[config.mk]
export PLATFORM = sky130hd
export DESIGN_NAME = trap_ctrl
export DESIGN_NICKNAME = d
export VERILOG_FILES = /design/src/rtl/trap_ctrl.sv
export SDC_FILE = /design/constraint.sdc
export NUM_CORES = 1
export LEC_CHECK = 0
export CAP_MARGIN = 20
export CORE_MARGIN = 8
export CORE_UTILIZATION = 41
export CTS_CLUSTER_SIZE = 28
export DETAILED_ROUTE_END_ITERATION = 8
export PLACE_DENSITY = 0.85
export SYNTH_ARGS = -nofsm -noshare
export SYNTH_HDL_FRONTEND = slang
export SYNTH_SLANG_ARGS = --single-unit
[constraint.sdc]
create_clock -name clk -period 7.1 [get_ports clk]
set_clock_uncertainty 0.15 [all_clocks]
set_input_delay 1.42 -clock clk [delete_from_list [all_inputs] [get_ports clk]]
set_output_delay 1.42 -clock clk [all_outputs]
set_load 0.005 [all_outputs]
[src/rtl/trap_ctrl.sv]
// trap_ctrl: machine-mode trap/interrupt sequencer (drain, trap/mret, redirect).
// Optional macro TRAP_LAT_CNT_EN adds lat_cur/lat_max interrupt-latency counters.
module trap_ctrl #(
  parameter int VECTORED_SUP = 1,
  parameter int LAT_W        = 16
) (
  input  logic        clk,
  input  logic        reset,
  input  logic [31:0] mstatus_in,
  input  logic [31:0] mie_in,
  input  logic [31:0] mip_in,
  input  logic [31:0] mtvec_in,
  input  logic [31:0] mepc_in,
  input  logic        exc_valid,
  input  logic [3:0]  exc_code,
  input  logic [31:0] exc_pc,
  input  logic        mret_req,
  input  logic [31:0] next_pc,
  input  logic        pipe_idle,
  input  logic        redirect_ready,
  output logic        stall_req,
  output logic        flush,
  output logic        trap_set,
  output logic [31:0] trap_cause,
  output logic [31:0] trap_pc,
  output logic        mret,
  output logic        cu_intr_ack,
  output logic        redirect_valid,
  output logic [31:0] redirect_pc,
`ifdef TRAP_LAT_CNT_EN
  output logic [LAT_W-1:0] lat_cur,
  output logic [LAT_W-1:0] lat_max,
`endif
  output logic        busy
);

  localparam logic [31:0] C_MEI = 32'h8000000B;
  localparam logic [31:0] C_MSI = 32'h80000003;
  localparam logic [31:0] C_MTI = 32'h80000007;

  typedef enum logic [2:0] {
    S_IDLE,
    S_DRAIN,
    S_TRAP,
    S_MRET,
    S_REDIR
  } state_t;

  state_t      r_state, w_nxt;
  logic [31:0] r_cause, w_cause;
  logic [31:0] r_tpc, w_tpc;
  logic [31:0] r_tgt, w_tgt;

  logic [2:0]  w_irq;
  logic        w_int_take;
  logic [31:0] w_irq_cause;
  logic [31:0] w_base;
  logic [31:0] w_vtgt;
  logic        w_vec;

  logic        r_stall, r_flush, r_tset, r_mret;
  logic        r_ack, r_rv;
  logic [31:0] r_tcause, r_ttpc, r_rpc;

  logic        w_unused;

  assign w_irq = {mie_in[11] & mip_in[11],
                  mie_in[3]  & mip_in[3],
                  mie_in[7]  & mip_in[7]};
  assign w_int_take = mstatus_in[3] & (|w_irq);

  assign w_base = {mtvec_in[31:2], 2'b00};
  assign w_vec  = (VECTORED_SUP != 0) &&
                  (mtvec_in[1:0] == 2'b01) && r_cause[31];
  assign w_vtgt = w_base + {25'd0, r_cause[4:0], 2'b00};

  assign w_unused = ^{mstatus_in[31:4], mstatus_in[2:0],
                      mie_in[31:12], mie_in[10:8],
                      mie_in[6:4], mie_in[2:0],
                      mip_in[31:12], mip_in[10:8],
                      mip_in[6:4], mip_in[2:0]};

  // pick the highest-priority pending interrupt: MEI > MSI > MTI
  always_comb begin
    w_irq_cause = C_MTI;
    if (w_irq[2])      w_irq_cause = C_MEI;
    else if (w_irq[1]) w_irq_cause = C_MSI;
  end

  // next-state and latched trap data
  always_comb begin
    w_nxt   = r_state;
    w_cause = r_cause;
    w_tpc   = r_tpc;
    w_tgt   = r_tgt;
    case (r_state)
      S_IDLE: begin
        if (exc_valid) begin
          w_nxt   = S_TRAP;
          w_cause = {28'd0, exc_code};
          w_tpc   = exc_pc;
        end else if (mret_req) begin
          w_nxt = S_MRET;
        end else if (w_int_take) begin
          w_nxt = S_DRAIN;
        end
      end
      S_DRAIN: begin
        if (exc_valid) begin
          w_nxt   = S_TRAP;
          w_cause = {28'd0, exc_code};
          w_tpc   = exc_pc;
        end else if (pipe_idle && w_int_take) begin
          w_nxt   = S_TRAP;
          w_cause = w_irq_cause;
          w_tpc   = next_pc;
        end else if (pipe_idle) begin
          w_nxt = S_IDLE;
        end
      end
      S_TRAP: begin
        w_nxt = S_REDIR;
        w_tgt = w_vec ? w_vtgt : w_base;
      end
      S_MRET: begin
        w_nxt = S_REDIR;
        w_tgt = mepc_in;
      end
      S_REDIR: begin
        if (redirect_ready) begin
          w_nxt   = S_IDLE;
          w_cause = '0;
          w_tpc   = '0;
          w_tgt   = '0;
        end
      end
      default: w_nxt = S_IDLE;
    endcase
  end

  // state and latched data registers
  always_ff @(posedge clk or negedge reset) begin
    if (!reset) begin
      r_state <= S_IDLE;
      r_cause <= '0;
      r_tpc   <= '0;
      r_tgt   <= '0;
    end else begin
      r_state <= w_nxt;
      r_cause <= w_cause;
      r_tpc   <= w_tpc;
      r_tgt   <= w_tgt;
    end
  end

  // outputs registered from the next-state decode
  always_ff @(posedge clk or negedge reset) begin
    if (!reset) begin
      r_stall  <= 1'b0;
      r_flush  <= 1'b0;
      r_tset   <= 1'b0;
      r_mret   <= 1'b0;
      r_ack    <= 1'b0;
      r_rv     <= 1'b0;
      r_tcause <= '0;
      r_ttpc   <= '0;
      r_rpc    <= '0;
    end else begin
      r_stall  <= (w_nxt != S_IDLE);
      r_flush  <= (w_nxt == S_TRAP) || (w_nxt == S_MRET);
      r_tset   <= (w_nxt == S_TRAP);
      r_mret   <= (w_nxt == S_MRET);
      r_ack    <= (w_nxt == S_TRAP) && (w_cause == C_MEI);
      r_rv     <= (w_nxt == S_REDIR);
      r_tcause <= (w_nxt == S_TRAP) ? w_cause : '0;
      r_ttpc   <= (w_nxt == S_TRAP) ? w_tpc : '0;
      r_rpc    <= (w_nxt == S_REDIR) ? w_tgt : '0;
    end
  end

  assign stall_req      = r_stall;
  assign busy           = r_stall;
  assign flush          = r_flush;
  assign trap_set       = r_tset;
  assign mret           = r_mret;
  assign cu_intr_ack    = r_ack;
  assign redirect_valid = r_rv;
  assign trap_cause     = r_tcause;
  assign trap_pc        = r_ttpc;
  assign redirect_pc    = r_rpc;

`ifdef TRAP_LAT_CNT_EN
  logic [LAT_W-1:0] r_lat_cur, r_lat_max, w_lat_inc;

  assign w_lat_inc = (&r_lat_cur) ? r_lat_cur : r_lat_cur + LAT_W'(1);

  // drain-cycle counter and worst-case interrupt latency
  always_ff @(posedge clk or negedge reset) begin
    if (!reset) begin
      r_lat_cur <= '0;
      r_lat_max <= '0;
    end else begin
      if (r_state == S_IDLE && w_nxt == S_DRAIN)
        r_lat_cur <= '0;
      else if (r_state == S_DRAIN)
        r_lat_cur <= w_lat_inc;
      if (r_state == S_DRAIN && w_nxt == S_TRAP &&
          w_cause[31] && (w_lat_inc > r_lat_max))
        r_lat_max <= w_lat_inc;
    end
  end

  assign lat_cur = r_lat_cur;
  assign lat_max = r_lat_max;
`else
  localparam int unused_lat_w = LAT_W;
`endif

endmodule

# Word level (Yosys, flattened, before mapping)
# Cells that the tools add are included.
dict set report word_totals {
  reg_bits 201
  input_bits 234
  output_inout_bits 103
  word_cells 61
}
dict set report classes {
  add_sub_neg 1
  n_eq_ne 9
  muxes 26
  n_bitwise 4
  n_reduce_logical 8
}
# cell n
set op_table {}
lappend op_table {{2-to-1 mux 32 bit} 14}
lappend op_table {{one-hot mux 32 bit (3 select lines)} 3}
lappend op_table {{adder 32 x 7 -> 32 bit} 1}
lappend op_table {{== test 32 bit (second input constant)} 1}
lappend op_table {{2-to-1 mux 3 bit} 8}
lappend op_table {{== test 3 x 2 -> 1 bit (second input constant)} 4}
lappend op_table {{one-hot mux 3 bit (4 select lines)} 1}
lappend op_table {{== test 3 bit (second input constant)} 2}
lappend op_table {{bitwise AND 1 bit} 4}
lappend op_table {{== test 3 x 1 -> 1 bit (second input constant)} 1}
lappend op_table {{logical AND 1 bit} 3}
lappend op_table {{logical NOT 3 bit} 1}
lappend op_table {{nonzero test 3 bit} 1}
lappend op_table {{OR reduction 3 bit} 1}
lappend op_table {{== test 2 x 1 -> 1 bit (second input constant)} 1}
lappend op_table {{OR reduction 2 bit} 1}
lappend op_table {{logical OR 1 bit} 1}

# Depth between registers and ports, before layout
dict set report depth {
  word_depth 9
  mapped_depth 8
  mapped_depth_nobuf 8
}

# Worst setup path after synthesis
# OpenSTA, ideal clock, no wires.
dict set report synth_timing {
  kind {input to register}
  startpoint {input mtvec_in[2]}
  endpoint {register r_rpc[20] (netlist: redirect_pc[20])}
  setup_time_ns 0.126
  arrival_time_ns 3.089
  t_required_ns 6.824
  setup_slack_ns 3.735
  stages 8
  n_path_buf 0
  cell_sequence {ha_1 > fa_1 > a211oi_1 > o21bai_2 > nand4_1 > xor2_1 > nor2_1 > a221o_1}
}
dict set report synth_between {
  elab_chain_cells 4
}
# item line_no
set synth_lines {}
lappend synth_lines {{start: declaration} 12} ;# input logic [31:0] mtvec_in,
lappend synth_lines {{adder 32 x 7 -> 32 bit} 75} ;# assign w_vtgt = w_base + {25'd0, r_cause[4:0], 2'b00};
lappend synth_lines {{2-to-1 mux 32 bit} 123} ;# w_tgt = w_vec ? w_vtgt : w_base;
lappend synth_lines {{one-hot mux 32 bit (3 select lines)} 96} ;# case (r_state)
lappend synth_lines {{2-to-1 mux 32 bit} 177} ;# r_rpc <= (w_nxt == S_REDIR) ? w_tgt : '0;
lappend synth_lines {{end signal: assignment} 177}
lappend synth_lines {{end: declaration} 63} ;# logic [31:0] r_tcause, r_ttpc, r_rpc;
# Every way passes these cells.

# Worst setup path in the final report
dict set report layout_timing {
  startpoint {input mtvec_in[2]}
  endpoint {register r_tgt[10]}
}
dict set report layout_between {
  elab_chain_cells 3
}
# item line_no
set layout_lines {}
lappend layout_lines {{adder 32 x 7 -> 32 bit} 75}
lappend layout_lines {{2-to-1 mux 32 bit} 123}
lappend layout_lines {{one-hot mux 32 bit (3 select lines)} 96}
lappend layout_lines {{via w_tgt[10]} 52} ;# logic [31:0] r_tgt, w_tgt;
lappend layout_lines {{end signal: assignment} 152} ;# r_tgt <= w_tgt;
lappend layout_lines {{end: declaration} 52}
# The timed path passes the listed nets, and every way through them passes these cells.

==> impl_metrics.py <==
metrics = {
    "worst_setup_path": {
        "rr_worst_depth": 8,
        "crit_path_end_kind": "flop",
        "r2r-start": "r_cause[0]",
        "regToRegSetupSlack_ns": 4.46,
        "start_kind": "input port",
        "kind_of_critical_path": "input port to flop",
        "worstPathMaxFanout": 6,
        "regToRegEndpoint": "r_tgt[10]",
        "timing.critical_path.required_ns": 7.24,
        "worst_ep_arrival_time_ns": 3.88,
    },
    "placement": {
        "finalWeightedCongestion": 0.825,
        "placement.io_buffers": 247,
        "dpl.cell_count": 971,
        "postPlaceCellArea_um2": 8750,
        "dpl.hpwl_mm": 13.8,
        "pre_cts_ws_ns": 2.89,
    },
    "floorplanning": {
        "i_o_pins": 337,
        "floorplan.die.width_um": 137,
        "initial_core_utilization": 0.418,
        "die_y_um": 137,
        "die_area_um2": 18900,
        "placement_rows": 44,
        "placeableCoreArea_um2": 14500,
    },
    "clocking": {
        "post_cts_hold_buffer_count": 0,
        "cts_max_path_bufs": 2,
        "post_cts_resized": 0,
        "cts_inserted_buffers": 17,
        "clock_transition_at_path_regs_ns": 0.06,
        "clk_root_buffer_cell": "clkbuf_16",
        "postCtsSetupRepairBufs": 0,
        "cts_max_level": 4,
        "cts_tree": "done",
        "worstSkewPairLatency_ns": 0.41,
        "clock-sinks": 143,
    },
    "route": {
        "drt-total-wl_mm": 18.6,
        "drtAntennaViolNets": 0,
        "topRoutingLayerUsed": "met4",
        "post_drt_wl_per_cell_um": 18.5,
        "avgViaCountPerCell": 5.17,
        "drt-met1-wl_mm": 7.06,
        "met2_wirelength_from_detailed_routing_mm": 9.57,
        "drt_pass1_iterations": 5,
        "drc": 0,
        "met3WireLength_mm": 1.59,
        "detailroute.via_count": 5204,
        "count_of_routing_violations_after_the_opening_detailed_route_iteration": 411,
    },
    "sta": {
        "setup_ws_post_layout_ns": 3.36,
        "report.final.setup_viol": 0,
        "timing.final.hold_violations": 0,
        "relSlewSlack": 0.320,
        "setup_total_negative_slack_ns": 0,
        "slew_violations": 0,
        "tightest_slew_ns": 1.02,
        "final_period_minus_worst_setup_slack_ns": 3.74,
        "achievable-frequency_mhz": 267,
        "grt_setup_unrepaired": "no",
        "worst_hold_slack_ns": 0.323,
        "fin_crit_sh": 0.527,
    },
    "synth": {
        "synth.yosys.warnings": 0,
        "yosysTopAreaCellShare": 0.592,
        "postSynthCellCount": 542,
        "post_synth_edffs": 0,
        "synth_area_um2": 6050,
        "post-synth-top-area-cell": "dfrtp_1",
        "synth_sequential_area_ratio": 0.592,
        "postSynthRegisterBits": 143,
        "post_synth_num_cell_types": 57,
        "most_used_flip_flop_cell_after_synthesis": "dfrtp_1",
        "synthesis.area_per_instance_um2": 11.2,
        "ys_top_cells_by_area": "dfrtp_1, a22oi_1, nand2_1, nor2_1, a221o_1",
        "ys_async_sr_fraction": 1.00,
    },
    "final_layout": {
        "design_area_um2": 9390,
        "area_growth_pct": 55.2,
        "layout.nets": 1048,
        "non_filler_instance_count_after_layout": 1007,
        "drive_above_1_share": 0.0706,
    },
    "power": {
        "irDropWorstVdd_v": 0.000172,
        "static-leakage-power_uw": 0.00419,
        "power-per-cell-area_nw_per_um2": 321,
    },
    "global_route": {
        "first_global_vias": 5333,
        "grt-ovfl-total": 0,
        "grt_pass1_wl_mm": 28.7,
        "grt_antenna_before_repair": 1,
        "track_usage": 0.198,
        "maximum_number_of_pins_on_one_net_before_global_route_repair": 74,
    },
    "run": {
        "drv_cap": 0,
    },
    "min_path": {
        "hp-class": "flop to flop",
        "holdPathStages": 2,
        "worst_hold_path.endpoint": "r_tgt[19]",
        "min-delay-start": "r_tgt[19]",
    },
    "status": {
        "outcome": "finished, final reports clean",
    },
}
[cells by family (layout without fill, tap and decap cells)]
group                      after synthesis  in the layout  synth area share
and+or+nand+nor                        175            175             0.151
AOI/OAI and AO/OA                      151            151             0.180
DFF                                    143            143             0.592
buffers and inverters                   43            296            0.0294
xor gates and xnor gates                21             21            0.0304
adders and majority gates                6              6            0.0137
muxes                                    2              2           0.00331
other                                    1             29          0.000620
[critical path: stages]
cell and delay (ns):
clkdlybuf4s50_1 0.44, ha_1 0.26, fa_1 0.44, a211oi_1 0.40, o21bai_2 0.21, nand3_1 0.13
xor2_1 0.20, nor2_1 0.08, a221o_1 0.30
[cell usage in the layout, fill, tap and decap left out, types with 13 or more instances in the layout]
cell,count
conb_1,27
dfrtp_1,143
nor2_1,41
clkdlybuf4s50_1,246
xnor2_1,13
o21ai_1,14
nand2_1,64
clkbuf_16,17
a22oi_1,44
a221o_1,14
nand3_1,16
o21ai_0,24
a22o_1,16
[layer usage]
layer,GRT usage,vias to the layer above
met5,0,-
met4,0.0676,0
met3,0.0635,27
met2,0.336,240
met1,0.232,2498
li1,-,2439
[layout make-up]
type                            instances  area, um^2
Sequential cell                       143        3580
Multi-Input combinational cell        382        2400
Tap cell                              184         230
Antenna cell                            2        5.00
Clock buffer                           22         474
Fill cell                            1103        5090
Clock inverter                         10         135
Inverter                               11        41.3
Timing Repair Buffer                  253        2520
[worst max-delay path by stage]
stage                     start              end  slack, ns  cells after the start
floorplan           mtvec_in[2]  redirect_pc[20]       3.73                      8
global placement    mtvec_in[3]   redirect_pc[9]       2.91                      8
detailed placement  mtvec_in[3]   redirect_pc[9]       2.89                      8
CTS                 mtvec_in[3]   redirect_pc[9]       3.31                      8
global route        mtvec_in[2]        r_tgt[10]       3.15                      9
finish              mtvec_in[2]        r_tgt[10]       3.36                      9
[sequential cells by signal, indices dropped and copies added, names as in the netlist]
name	cells
redirect_valid	1
r_state	3
busy	1
r_tgt	32
r_cause	6
cu_intr_ack	1
mret	1
trap_cause	32
trap_pc	32
trap_set	1
flush	1
redirect_pc	32
[cell usage after synthesis, types with 2 or more instances]
| master | instances |
|---|---|
| o21a_1 | 7 |
| dfrtp_1 | 143 |
| nand4_1 | 4 |
| nand2_1 | 64 |
| a22oi_1 | 44 |
| and3_1 | 5 |
| nand2b_1 | 5 |
| nor3_1 | 9 |
| inv_1 | 11 |
| nand4_2 | 2 |
| a22o_1 | 16 |
| xor2_1 | 8 |
| nor2b_1 | 3 |
| a211oi_1 | 2 |
| ha_1 | 5 |
| o21ai_1 | 14 |
| nand3_1 | 16 |
| clkbuf_1 | 23 |
| a21oi_1 | 7 |
| nor4_4 | 3 |
| mux2i_1 | 2 |
| and2_1 | 3 |
| xnor2_1 | 13 |
| or2_2 | 3 |
| buf_4 | 2 |
| a21o_1 | 11 |
| nor4_1 | 2 |
| buf_2 | 7 |
| a221o_1 | 14 |
| o21ai_0 | 24 |
| nor2_1 | 42 |
| o2111ai_1 | 2 |
| nor3_2 | 2 |
[power breakdown]
group,internal [uW],total (uW),switching [uW]
logic,502,966,465
registers,1040,1140,98.5
clock network,579,910,331
total,2120,3020,894
[stage by stage]
stage / total power [uW] / util
after floorplan: 1600 / -
after global placement: 2080 / 0.605
after detailed placement: 2110 / 0.605
after CTS: 3040 / 0.647
after global routing: 3190 / 0.648
final: 3020 / 0.648
(Power assumes the default switching activity.)
